==> src/rtl/dap_baud_generator_if.sv <==
// Register-window bus for the DAP baud generator: single-cycle write/read strobes
// with byte enables and a registered read-data return.
interface dap_baud_generator_if #(
  parameter int ADDR_WIDTH = 12
);
  // Strobe semantics: ahb_write_en / ahb_read_en are one-cycle pulses with no
  // back-pressure. A write commits on the clk edge ending the strobe cycle. Read
  // data appears on ahb_rdata the cycle after ahb_read_en and holds until the
  // next read.
  logic                  ahb_write_en;
  logic                  ahb_read_en;
  logic [ADDR_WIDTH-1:0] ahb_addr;
  logic [31:0]           ahb_wdata;
  logic [3:0]            ahb_byte_strobe;
  logic [31:0]           ahb_rdata;

  modport master (
    output ahb_write_en, ahb_read_en, ahb_addr, ahb_wdata, ahb_byte_strobe,
    input  ahb_rdata
  );

  modport slave (
    input  ahb_write_en, ahb_read_en, ahb_addr, ahb_wdata, ahb_byte_strobe,
    output ahb_rdata
  );
endinterface

==> src/rtl/dap_baud_generator.sv <==
// Programmable serial-clock generator for the DAP SWD/JTAG sequencer: divides clk
// into sclk_out and emits drive (falling edge) and sampling strobes.
module dap_baud_generator #(
  parameter int                    ADDR_WIDTH = 12,
  parameter logic [ADDR_WIDTH-1:0] BASE_ADDR  = '0
) (
  input  logic                 clk,
  input  logic                 resetn,
  input  logic                 sclk_in,
  dap_baud_generator_if.slave  bus,
  output logic                 sclk_out,
  output logic                 sclk_negedge,
  output logic                 sclk_sampling
);

  logic        en_q;
  logic [31:0] div_q;
  logic [16:0] cnt_q;
  logic [15:0] h_cur_q;
  logic [16:0] s_cur_q;

  logic        hit_ctrl;
  logic        hit_div;
  logic        en_next;
  logic [31:0] div_next;
  logic [15:0] h_new;
  logic [16:0] p_new;
  logic [16:0] s_new;
  logic [16:0] p_cur;
  logic        wrap;
  logic        start;
  logic        run;

  logic [16:0] cnt_d;
  logic [15:0] h_d;
  logic [16:0] s_d;
  logic        sclk_d;
  logic        neg_d;
  logic        samp_d;

  // sclk_in exists only for pin compatibility with sibling DAP blocks.
  logic unused_sclk_in;
  assign unused_sclk_in = sclk_in;

  assign hit_ctrl = (bus.ahb_addr == BASE_ADDR);
  assign hit_div  = (bus.ahb_addr == BASE_ADDR + ADDR_WIDTH'(4));

  always_comb begin
    en_next  = en_q;
    div_next = div_q;
    if (bus.ahb_write_en && hit_ctrl && bus.ahb_byte_strobe[0]) begin
      en_next = bus.ahb_wdata[0];
    end
    for (int b = 0; b < 4; b++) begin
      if (bus.ahb_write_en && hit_div && bus.ahb_byte_strobe[b]) begin
        div_next[b*8 +: 8] = bus.ahb_wdata[b*8 +: 8];
      end
    end
  end

  // Effective timing derived from the programmed DIV; loaded into the shadow
  // copy only at a period start so a mid-period update never produces a runt.
  always_comb begin
    h_new = (div_q[15:0] == 16'd0) ? 16'd1 : div_q[15:0];
    p_new = {h_new, 1'b0};
    s_new = ({1'b0, div_q[31:16]} > (p_new - 17'd1)) ? (p_new - 17'd1)
                                                     : {1'b0, div_q[31:16]};
  end

  assign p_cur = {h_cur_q, 1'b0};
  assign wrap  = (cnt_q == p_cur - 17'd1);
  assign start = en_next && !en_q;
  assign run   = en_next && en_q;

  always_comb begin
    cnt_d  = 17'd0;
    h_d    = h_cur_q;
    s_d    = s_cur_q;
    sclk_d = 1'b1;
    neg_d  = 1'b0;
    samp_d = 1'b0;
    if (start || (run && wrap)) begin
      cnt_d  = 17'd0;
      h_d    = h_new;
      s_d    = s_new;
      sclk_d = 1'b0;
      neg_d  = 1'b1;
      samp_d = (s_new == 17'd0);
    end else if (run) begin
      cnt_d  = cnt_q + 17'd1;
      sclk_d = (cnt_d >= {1'b0, h_cur_q});
      samp_d = (cnt_d == s_cur_q);
    end
  end

  always_ff @(posedge clk or negedge resetn) begin
    if (!resetn) begin
      en_q          <= 1'b0;
      div_q         <= 32'h0001_0001;
      cnt_q         <= 17'd0;
      h_cur_q       <= 16'd1;
      s_cur_q       <= 17'd1;
      sclk_out      <= 1'b1;
      sclk_negedge  <= 1'b0;
      sclk_sampling <= 1'b0;
    end else begin
      en_q          <= en_next;
      div_q         <= div_next;
      cnt_q         <= cnt_d;
      h_cur_q       <= h_d;
      s_cur_q       <= s_d;
      sclk_out      <= sclk_d;
      sclk_negedge  <= neg_d;
      sclk_sampling <= samp_d;
    end
  end

  // Read mux samples pre-write register values, so a same-cycle write+read
  // returns the old contents.
  always_ff @(posedge clk or negedge resetn) begin
    if (!resetn) begin
      bus.ahb_rdata <= 32'd0;
    end else if (bus.ahb_read_en) begin
      if (hit_ctrl) begin
        bus.ahb_rdata <= {31'd0, en_q};
      end else if (hit_div) begin
        bus.ahb_rdata <= div_q;
      end else begin
        bus.ahb_rdata <= 32'd0;
      end
    end
  end

endmodule

==> src/flat_wrapper.sv <==
// flat-port wrapper written by rule: the top's interface ports become plain ports
module dap_baud_generator_flat 
#(
  parameter int                    ADDR_WIDTH = 12,
  parameter logic [ADDR_WIDTH-1:0] BASE_ADDR  = '0
)
  (clk, resetn, sclk_in, sclk_out, sclk_negedge, sclk_sampling, bus_ahb_write_en, bus_ahb_read_en, bus_ahb_addr, bus_ahb_wdata, bus_ahb_byte_strobe, bus_ahb_rdata);
  dap_baud_generator_if #(.ADDR_WIDTH(ADDR_WIDTH)) bus_i ();
  input  logic clk;
  input  logic resetn;
  input  logic sclk_in;
  output logic sclk_out;
  output logic sclk_negedge;
  output logic sclk_sampling;
  input wire logic [$bits(bus_i.ahb_write_en)-1:0] bus_ahb_write_en;
  input wire logic [$bits(bus_i.ahb_read_en)-1:0] bus_ahb_read_en;
  input wire logic [$bits(bus_i.ahb_addr)-1:0] bus_ahb_addr;
  input wire logic [$bits(bus_i.ahb_wdata)-1:0] bus_ahb_wdata;
  input wire logic [$bits(bus_i.ahb_byte_strobe)-1:0] bus_ahb_byte_strobe;
  output wire logic [$bits(bus_i.ahb_rdata)-1:0] bus_ahb_rdata;
  assign bus_i.ahb_write_en = bus_ahb_write_en;
  assign bus_i.ahb_read_en = bus_ahb_read_en;
  assign bus_i.ahb_addr = bus_ahb_addr;
  assign bus_i.ahb_wdata = bus_ahb_wdata;
  assign bus_i.ahb_byte_strobe = bus_ahb_byte_strobe;
  assign bus_ahb_rdata = bus_i.ahb_rdata;
  dap_baud_generator #(.ADDR_WIDTH(ADDR_WIDTH), .BASE_ADDR(BASE_ADDR)) u_core (.clk(clk), .resetn(resetn), .sclk_in(sclk_in), .bus(bus_i), .sclk_out(sclk_out), .sclk_negedge(sclk_negedge), .sclk_sampling(sclk_sampling));
endmodule
==> config.mk <==
export PLATFORM = sky130hd
export DESIGN_NAME = dap_baud_generator_flat
export DESIGN_NICKNAME = d
export VERILOG_FILES = /design/src/rtl/dap_baud_generator_if.sv /design/src/rtl/dap_baud_generator.sv /design/src/flat_wrapper.sv
export SDC_FILE = /design/constraint.sdc
export NUM_CORES = 1
export LEC_CHECK = 0
export ABC_CLOCK_PERIOD_IN_PS = 3900
export CORE_MARGIN = 5
export CORE_UTILIZATION = 51
export DETAILED_ROUTE_END_ITERATION = 10
export PLACE_DENSITY = 0.81
export RECOVER_POWER = 100
export SKIP_LAST_GASP = 1
export SLEW_MARGIN = 20
export SYNTH_ARGS = -nofsm -noshare
export SYNTH_HDL_FRONTEND = slang
export SYNTH_SLANG_ARGS = --single-unit
==> constraint.sdc <==
create_clock -name clk -period 3.9 [get_ports clk]
set_input_delay 0.78 -clock clk [delete_from_list [all_inputs] [get_ports clk]]
set_output_delay 0.78 -clock clk [all_outputs]
set_load 0.02 [all_outputs]
==> out/metrics.cfg <==
[status]
status = finished with violations
violations = max-capacitance violations, max-slew violations

[grt]
grtUsageTotal_pct = 24.93
grt_pass1_vias = 5923
grt_first_pass_wirelength_um = 31620
antenna_found_initial = 0
grt_overflow = 0
grt_max_degree = 64

[die]
die_h_um = 126.2
ioPinCount = 88
die_w_um = 126.2
start_util_pct = 51.97
core_area_mm2 = 0.01324
dieArea_mm2 = 0.01592
row_count = 42

[pwr]
p_leak_nw = 4.184
clockPowerShare_pct = 52.4
p_seq_share_pct = 42.2
p_sw_mw = 0.6881
p_int_mw = 2.224
power_density_mw_per_mm2 = 334.5
combPwrFrac_pct = 5.3
swShare_pct = 23.63
ir_worst_vdd_v = 0.0003365

[worst_hold_path]
hold_path_class = flop to flop

[drt]
initialDrtViolationCount = 385
ant_nets = 0
first_pass_iters = 6
routed_wl_um = 19530
wl_per_cell_um = 19.89
drc_errors = 0
vias_per_cell = 5.914
dr_total_vias = 5808

[clocking]
cts_hold_buf = 0
cts_buffers = 17
insertion_delay_ps = 420
h-tree-depth = 4
cts.sinks = 118
cts_tree = yes
root_buffer = clkbuf_16
path_clk_slew_ps = 60
clk_path_buf_depth = 2

[critical_path]
cp_data_required_time_ps = 4240
worstSetupPathType = flop to flop
crit_arrival_ps = 4030
worstSetupStartpointType = flop
crit_path_end_kind = flop
path_max_fanout = 8

[timing]
finalCriticalPeriod_ps = 3698
fin_tns_setup_ps = 0
max-slew-margin-rel_pct = -113.3
hold_viol = 0
post-route-period-util_pct = 94.83
whs_ps = 514.2
finalSetupViolations = 0
drv_slew = 56
fmax_ghz = 0.2704
clock_skew_ps = 15.25
setup_ws_ps = 201.7
worst_slew_pin_slew_ps = 3199

[synth]
syn_area_mm2 = 0.006883
synth_edf_count = 0
yosys-top-cells-count = 113 x dfrtp_1, 57 x inv_1, 57 x nand2_1, 54 x mux2_2, 42 x o21ai_0
synth_most_common_cell = dfrtp_1
synth_fp_nets = 775
synthArstFlopShare_pct = 100.0
ys.flop_type = dfrtp_1
synth_top_area_share_pct = 41.08
yosysUniqueCellTypes = 56
synth_cells = 688
yosysWarnings = 0
syn_area_per_cell_um2 = 10.00
yosysTopAreaCell = dfrtp_1
ys_ff_latch = 118
ys_top_cells_by_area = dfrtp_1 41%, mux2_2 8.8%, ha_1 6.2%, xnor2_1 4.3%, xor2_1 3.6%
synth.yosys.seq_area_share_pct = 42.99

[run]
max_cap_viol_count = 1

[final_layout]
drive_above_1_share_pct = 17.12
instances_no_fill = 982
layout.nets = 880
n_antenna_cell = 0
area_growth_pct = 26.50
final_core_util_pct = 65.75

[placed_design]
io_buffers = 86
place.detailed.hpwl_um = 14280
place.gp.congestion = 0.9147
dp_cells = 948
dpl_worst_slack_ps = 21.22

==> kinds of logic (layout without fill, tap and decap cells) <==
| family | count (synthesis) | after routing | share of synthesized area [%] |
|---|---|---|---|
| AND/OR/NAND/NOR | 198 | 198 | 15.31 |
| flip-flops | 118 | 118 | 42.99 |
| AO/OA/AOI/OAI | 115 | 115 | 10.38 |
| buffers and inverters | 89 | 207 | 5.072 |
| multiplexers | 69 | 69 | 11.20 |
| XOR/XNOR | 65 | 65 | 8.871 |
| adder cells (fa/ha/maj) | 34 | 34 | 6.181 |
==> metal layers <==
layer  vias to the layer above  global-route usage [%]  wire [um]
met5                         -                       0          0
met4                         0                   8.644        569
met3                        47                   5.970       1163
met2                       229                   41.41       9509
met1                      2877                   32.04       8286
li1                       2655                       -          -
==> final timing paths <==
kind                                                    start                        endpoint  slack, ps  cells past startpoint
worst max-delay path              u_core.div_q[0]$_DFFE_PN1P_  u_core.sclk_sampling$_DFF_PN0_        200                     19
worst min-delay path            u_core.s_cur_q[5]$_DFFE_PN0N_   u_core.s_cur_q[5]$_DFFE_PN0N_        510                      1
worst max register to register    u_core.div_q[0]$_DFFE_PN1P_  u_core.sclk_sampling$_DFF_PN0_        200                     19
worst min register to register  u_core.s_cur_q[5]$_DFFE_PN0N_   u_core.s_cur_q[5]$_DFFE_PN0N_        510                      1
max in group asynchronous                              resetn    u_core.div_q[18]$_DFFE_PN0P_        670                      1
min in group asynchronous                              resetn  u_core.s_cur_q[15]$_DFFE_PN0N_       1430                      1
==> placed cells by master, fill, tap and decap left out, types with 3 or more instances in the layout <==
cell	Yosys	layout
clkbuf_1	25	4
nand2_1	57	57
clkbuf_16	0	17
inv_1	57	57
a31oi_1	15	15
o21a_1	4	4
nor2_1	23	19
ha_1	34	33
and3_1	21	21
mux2_1	10	12
xnor2_1	34	34
xnor3_1	3	3
o2111ai_1	3	3
clkdlybuf4s50_1	0	49
or4_1	5	6
clkinv_4	0	4
mux2i_1	5	5
o21ai_0	42	42
nor4_1	16	15
dlygate4sd3_1	0	36
nor4b_1	3	3
nor2_2	0	3
xor2_1	28	26
nand4_1	17	17
nand3_1	11	11
mux2_2	54	52
buf_4	3	28
clkinvlp_4	0	4
nor2b_1	6	5
or3_1	5	4
inv_6	0	3
nor3_1	17	16
a21oi_1	26	25
dfstp_2	5	5
dfrtp_1	113	113
o211ai_1	3	3
a21o_1	4	4
a211oi_1	5	5
==> per-stage QoR <==
stage / power, mW / instance area (um2)
after floorplan: 1.300 / 6884
after global placement: 1.397 / 8077
after detailed placement: 1.402 / 8077
after CTS: 2.928 / 8666
after global routing: 3.009 / 8707
final: 2.912 / 8707
==> state kept, by name (all words and copies together) (netlist names) <==
signal                cells
u_core.en_q               1
u_core.sclk_out           1
u_core.h_cur_q           16
u_core.cnt_q             17
u_core.div_q             32
u_core.bus.ahb_rdata     32
u_core.s_cur_q           17
u_core.sclk_sampling      1
u_core.sclk_negedge       1
==> area by class of cell <==
class | instances | area, um2
fillers | 1072 | 4536
multi-input cells | 481 | 3638
flip-flops and latches | 118 | 2959
repair buffers | 118 | 1097
clock buffers | 20 | 456.7
well taps | 176 | 220.2
inverters | 57 | 214.0
clock inverters | 12 | 121.4
==> worst max-delay path, cell delays in order, from the launching register on <==
cell and delay, ps:
dfstp_2 560, nor3_1 60, nand2_1 100, nor2_2 50, nor2_2 120, ha_2 200
nor3b_4 190, nand2b_1 130, nor2_4 130, nand2_1 100, xor2_2 220, ha_1 310
nand4_1 120, nor2_2 120, nand4_1 110, o21a_1 210, and3_1 190, buf_4 170
or3_4 370, mux2i_1 140
==> power groups by stage <==
stage,combinational [mW],sequential (mW),clock [mW]
after floorplan,0.0483,1.25,0
after global placement,0.145,1.25,0
after detailed placement,0.150,1.25,0
after CTS,0.151,1.23,1.55
after global routing,0.170,1.23,1.61
final,0.155,1.23,1.53
==> repair_timing <==
action                                  CTS  global route
gates resized for setup                   2            14
pin swaps                                 0            10
endpoints found under the setup margin    1            16
buffers inserted                          0             2
cloned                                    0             0
Power figures use the tool's default switching activity.
==> patch 1: new RTL, same settings <==
`ADDR_WIDTH` is set to 12 in 3 places; all go to 10.
--- a/src/rtl/dap_baud_generator_if.sv
+++ b/src/rtl/dap_baud_generator_if.sv
@@ -1,7 +1,7 @@
 // Register-window bus for the DAP baud generator: single-cycle write/read strobes
 // with byte enables and a registered read-data return.
 interface dap_baud_generator_if #(
-  parameter int ADDR_WIDTH = 12
+  parameter int ADDR_WIDTH = 10
 );
   // Strobe semantics: ahb_write_en / ahb_read_en are one-cycle pulses with no
   // back-pressure. A write commits on the clk edge ending the strobe cycle. Read
--- a/src/rtl/dap_baud_generator.sv
+++ b/src/rtl/dap_baud_generator.sv
@@ -1,7 +1,7 @@
 // Programmable serial-clock generator for the DAP SWD/JTAG sequencer: divides clk
 // into sclk_out and emits drive (falling edge) and sampling strobes.
 module dap_baud_generator #(
-  parameter int                    ADDR_WIDTH = 12,
+  parameter int                    ADDR_WIDTH = 10,
   parameter logic [ADDR_WIDTH-1:0] BASE_ADDR  = '0
 ) (
   input  logic                 clk,
--- a/src/flat_wrapper.sv
+++ b/src/flat_wrapper.sv
@@ -1,7 +1,7 @@
 // flat-port wrapper written by rule: the top's interface ports become plain ports
 module dap_baud_generator_flat 
 #(
-  parameter int                    ADDR_WIDTH = 12,
+  parameter int                    ADDR_WIDTH = 10,
   parameter logic [ADDR_WIDTH-1:0] BASE_ADDR  = '0
 )
   (clk, resetn, sclk_in, sclk_out, sclk_negedge, sclk_sampling, bus_ahb_write_en, bus_ahb_read_en, bus_ahb_addr, bus_ahb_wdata, bus_ahb_byte_strobe, bus_ahb_rdata);
Interface: changed (resized bus_ahb_addr); port bits go from 88 to 86. The function was not compared with the original's and may differ.
==> patch 1 against the original RTL <==
The flow finishes with violations (max-capacitance violations, max-slew violations, negative setup slack); sequential cell count stayed put; final area increased by 4.3%; first-iteration DRC count increased by 2.3%; hold slack improved by 0.0090 ns; worst setup slack lost 0.34 ns; global-route usage about the same; final cell count is 1.9% higher; via count down 2.6%; routed wire length hardly changed; area after synthesis shrank 1.0%.
Power is not compared: it rests on default switching activity, and its combinational part moved more than twofold at a synthesized area within 25%.
==> patch 1: results (changes against the original RTL) <==
- Result of the run: finished, violations left
- Violated checks: max-capacitance violations, max-slew violations, negative setup slack
- Library cell contributing the largest single delay on the critical path: or4_4
- Post-Place Cell Area: 8110 sq um (+0.37%)
- Share of synthesized area spent on multiplexers: 10.1% (-1.1 points)
- Post-CTS setup-driven buffer insertion count: 7 (+7)
- Count of buffers inserted at the top-level ports: 84 (-2.3%)
- Crit Reg-Reg Startpoint: u_core.div_q[7]$_DFFE_PN0P_
- Distinct cell type count after synthesis: 60 (+7.1%)
- Combined global-route utilization of all metal layers: 24.9% (-0.034 points)
- Final Worst Setup Slack: -0.140 ns (-0.342 ns)
- Endpoint of the worst setup timing path: u_core.s_cur_q[1]$_DFFE_PN0N_
- Met3 routed wirelength: 1.03 mm (-12%)
- Worst clock skew: 0.00662 ns (-0.00863 ns)
- Wire length of the first global-routing pass: 31.2 mm (-1.3%)
- Average detailed-routed wire length per instance: 19.5 um (-2.0%)
- Leading cell types by total area after synthesis: dfrtp_1 42%, mux2_2 8.8%, ha_1 6.2%
- Final setup fails: 16 (+16)
- Max Cap Violations: 1 (unchanged)
- Worst-margin pin slew: 1.60 ns (-1.60 ns)
- Pin count of the biggest net entering global routing: 62 (-3.1%)
- Worst hold-check slack: 0.523 ns (+0.00903 ns)
- Met3 track demand over resource: 6.44% (+0.47 points)
- Buffers from clock root to sink, at most: 2 (unchanged)
- XOR/XNOR Fraction of Synth Area: 8.82% (-0.056 points)
- Final Wtd Congestion: 0.904 (-1.2%)
- Worst reg-to-reg path cell count: 16 (-3)
- Mapped Nets: 765 (-1.3%)
- CTS-repair resized insts: 43 (+41)
- Worst hold endpoint: u_core.bus.ahb_rdata[24]$_DFFE_PN0P_
- Most numerous cell types in the synthesized netlist: 113 x dfrtp_1, 63 x inv_1, 53 x mux2_2, 52 x nand2_1, 50 x o21ai_0
- Met2 Routed Length: 9.60 mm (+0.91%)
- Length of routed wiring on met1: 8.29 mm (about the same)
- Global routing met2 resource utilization: 41.7% (+0.25 points)
- Top layer used by detailed routing: met4
- Hold path startpoint: u_core.bus.ahb_rdata[24]$_DFFE_PN0P_
- Number of global-route vias before repair: 6075 (+2.6%)
- Post-DP HPWL: 13.8 mm (-3.3%)
- Cell depth of the worst min-delay path: 2 (+1)
- Number of DRC violations after detailed-routing iteration 0: 394 (+2.3%)
- Synthesized-area fraction occupied by ao, oa, aoi and oai cells: 9.70% (-0.68 points)
- Layout cells sized above 1: 24.1% (+7.0 points)
- Endpoint arrival time on the critical path: 4.34 ns (+0.31 ns)
- Overall via count from detail_route: 5657 (-2.6%)
- Detailed-router iteration count before antenna repair: 5 (-1)
- Count of pins over their slew limit: 62 (+11%)
- Share of synthesized area occupied by flip-flops and latches: 43.4% (+0.44 points)
- Area share of fa/ha/maj cells after synthesis: 6.24% (+0.064 points)
[patch 1: cell types whose count changed in the layout (fill, tap and decap cells not counted), moves of 8 or more]
| cell | change |
|---|---|
| a21oi_1 | -8 |
| a31oi_1 | -14 |
| and3_1 | -16 |
| buf_4 | +22 |
| mux2_1 | -12 |
| nand2_1 | -8 |
| nor2_1 | +15 |
| nor2b_1 | +9 |
| o21ai_0 | +8 |
[patch 1: per-stage QoR]
stage	setup slack, ns	setup TNS (ns)	power [mW]	instances
4_1_cts	-0.0358	-0.0688	3.22	998
3_3_place_gp	-0.0870	-0.319	1.56	959
6_report	-0.140	-1.13	3.23	1001
3_5_place_dp	-0.224	-1.17	1.57	959
5_1_grt	-0.263	-3.57	3.33	1001
2_1_floorplan	0.00324	0	1.41	680
[patch 1: final cells by class]
type	count	area (sq um)
Clock buffer	18	429
Clock inverter	14	166
Fill cell	957	4110
Inverter	63	239
Multi-Input combinational cell	471	3780
Sequential cell	118	2960
Tap cell	176	220
Timing Repair Buffer	141	1290
==> patch 2: new RTL, config.mk and constraints unchanged <==
Without the edit above. Reset style: synchronous (`resetn`), changed in 2 clocked blocks.
--- a/src/rtl/dap_baud_generator.sv
+++ b/src/rtl/dap_baud_generator.sv
@@ -93,7 +93,7 @@
     end
   end
 
-  always_ff @(posedge clk or negedge resetn) begin
+  always_ff @(posedge clk) begin
     if (!resetn) begin
       en_q          <= 1'b0;
       div_q         <= 32'h0001_0001;
@@ -117,7 +117,7 @@
 
   // Read mux samples pre-write register values, so a same-cycle write+read
   // returns the old contents.
-  always_ff @(posedge clk or negedge resetn) begin
+  always_ff @(posedge clk) begin
     if (!resetn) begin
       bus.ahb_rdata <= 32'd0;
     end else if (bus.ahb_read_en) begin
Behaviour: differs if resetn is asserted again (counterexample within 4 cycles, from zero or initial values and one cycle with resetn low); with resetn held inactive, the same outputs for 10 cycles.
==> patch 2 against the original RTL <==
Total power down 3.0%; core utilization is 0.18 points higher; area after synthesis is 4.9% lower; worst setup slack got worse by 0.029 ns; sequential cell count did not move; final area fell by 4.4%; routed wire length fell by 4.1%; via count is 9.8% higher; highest routed layer unchanged.
==> patch 2: results (changes against the original RTL) <==
- Pre-CTS setup slack: -0.0469 ns (-0.0681 ns)
- Mapped Nets: 914 (+18%)
- Post-DP HPWL: 13.4 mm (-6.3%)
- Most numerous cell types in the synthesized netlist: 118 x dfxtp_1, 98 x a21oi_1, 76 x nand2_1, 67 x nand3_1, 65 x nor2_1
- Final Worst Setup Slack: 0.172 ns (-0.0295 ns)
- Share of flip-flops with an asynchronous set or reset: 0% (-100 points)
- Multi-Input Combinational: 620 (+29%)
- Result of the run: finished, final reports clean
- XOR/XNOR Fraction of Synth Area: 7.22% (-1.6 points)
- Layout sequential cell count: 118 (unchanged)
- Share of synthesized area occupied by flip-flops and latches: 36.1% (-6.9 points)
- Cell leakage power: 3.25 nW (-22%)
- Worst hold endpoint: u_core.s_cur_q[16]$_SDFFE_PN0N_
- Starting density of the core: 51.9% (-0.081 points)
- Worst slew margin relative to its limit: 42.8% (+160 points)
- Relative area of clock buffers and inverters in the final design: 7.02% (+0.38 points)
- Inverters: 35 (-39%)
- Combined flip-flop and latch cell area: 2360 sq um (-20%)
- Worst reg-to-reg path cell count: 15 (-4)
- Hold path startpoint: u_core.s_cur_q[16]$_SDFFE_PN0N_
- Skew-Pair Late Insertion Delay: 0.42 ns (about the same)
- Mean area per synthesized cell: 7.92 sq um (-21%)
- Final Wtd Congestion: 0.949 (+3.8%)
- Wire length of the first global-routing pass: 30.2 mm (-4.4%)
- Area share of fa/ha/maj cells after synthesis: 6.50% (+0.32 points)
- Highest fanout seen on the critical path: 5 (-3)
- Number of filler cells placed in the layout: 1085 (+1.2%)
- Clock buffer cells: 19 (-5.0%)
- Crit Reg-Reg Startpoint: u_core.div_q[5]$_SDFFE_PN0P_
- Share of cell area taken by multi-input logic gates: 46.9% (+5.1 points)
- Combined global-route utilization of all metal layers: 25.5% (+0.53 points)
- Number of DRC violations after detailed-routing iteration 0: 546 (+42%)
- Worst hold-check slack: 0.462 ns (-0.0518 ns)
- Distinct cell type count after synthesis: 55 (-1.8%)
- Share of synthesized area spent on multiplexers: 2.31% (-8.9 points)
- Library cell contributing the largest single delay on the critical path: or4_4
- Cell depth of the worst min-delay path: 2 (+1)
- Endpoint arrival time on the critical path: 4.07 ns (+0.04 ns)
- Non-clock buffer contribution to total cell area: 13.5% (+0.92 points)
- Detailed Route WL: 18.7 mm (-4.1%)
- Layout cells sized above 1: 9.48% (-7.6 points)
- Number of global-route vias before repair: 6086 (+2.8%)
- Synthesized-area fraction occupied by ao, oa, aoi and oai cells: 16.9% (+6.5 points)
- Detailed-router iteration count before antenna repair: 7 (+1)
- Max IR drop VDD: 0.000286 V (-15%)
- Post-Place Cell Area: 7660 sq um (-5.2%)
- Worst clock skew: 0.00747 ns (-0.00778 ns)
- Leading cell types by total area after synthesis: dfxtp_1 36%, a21oi_1 7.5%, ha_1 6.5%
- Proportion of total power due to net switching: 21.4% (-2.2 points)
- Number of placed cells counting well taps: 1066 (+12%)
- Buffers from clock root to sink, at most: 2 (unchanged)
- Most used flip-flop cell after synthesis: dfxtp_1
[patch 2: metal layers]
metal / up-vias / global-route usage, % / part of all wire [%]
met1: 2959 / 32.4 / 42
met5: - / 0 / 0
li1: 3094 / - / -
met2: 272 / 41.2 / 47
met4: 0 / 9.69 / 2.3
met3: 53 / 7.00 / 8.7
[patch 2: power by group through the flow]
stage	Sequential, mW	Combinational (mW)	Clock (mW)
5_1_grt	1.21	0.0924	1.61
4_1_cts	1.21	0.0862	1.55
2_1_floorplan	1.23	0.0265	0
3_5_place_dp	1.23	0.0859	0
6_report	1.21	0.0867	1.53
3_3_place_gp	1.23	0.0852	0
[patch 2: logic make-up (layout without fill, tap and decap cells)]
logic type | count (synthesis) | count (layout)
and+or+nand+nor | 331 | 331
AOI/OAI and AO/OA | 186 | 186
DFF | 118 | 118
buffers and inverters | 89 | 190
xor gates and xnor gates | 54 | 54
adders and majority gates | 34 | 34
muxes | 15 | 15
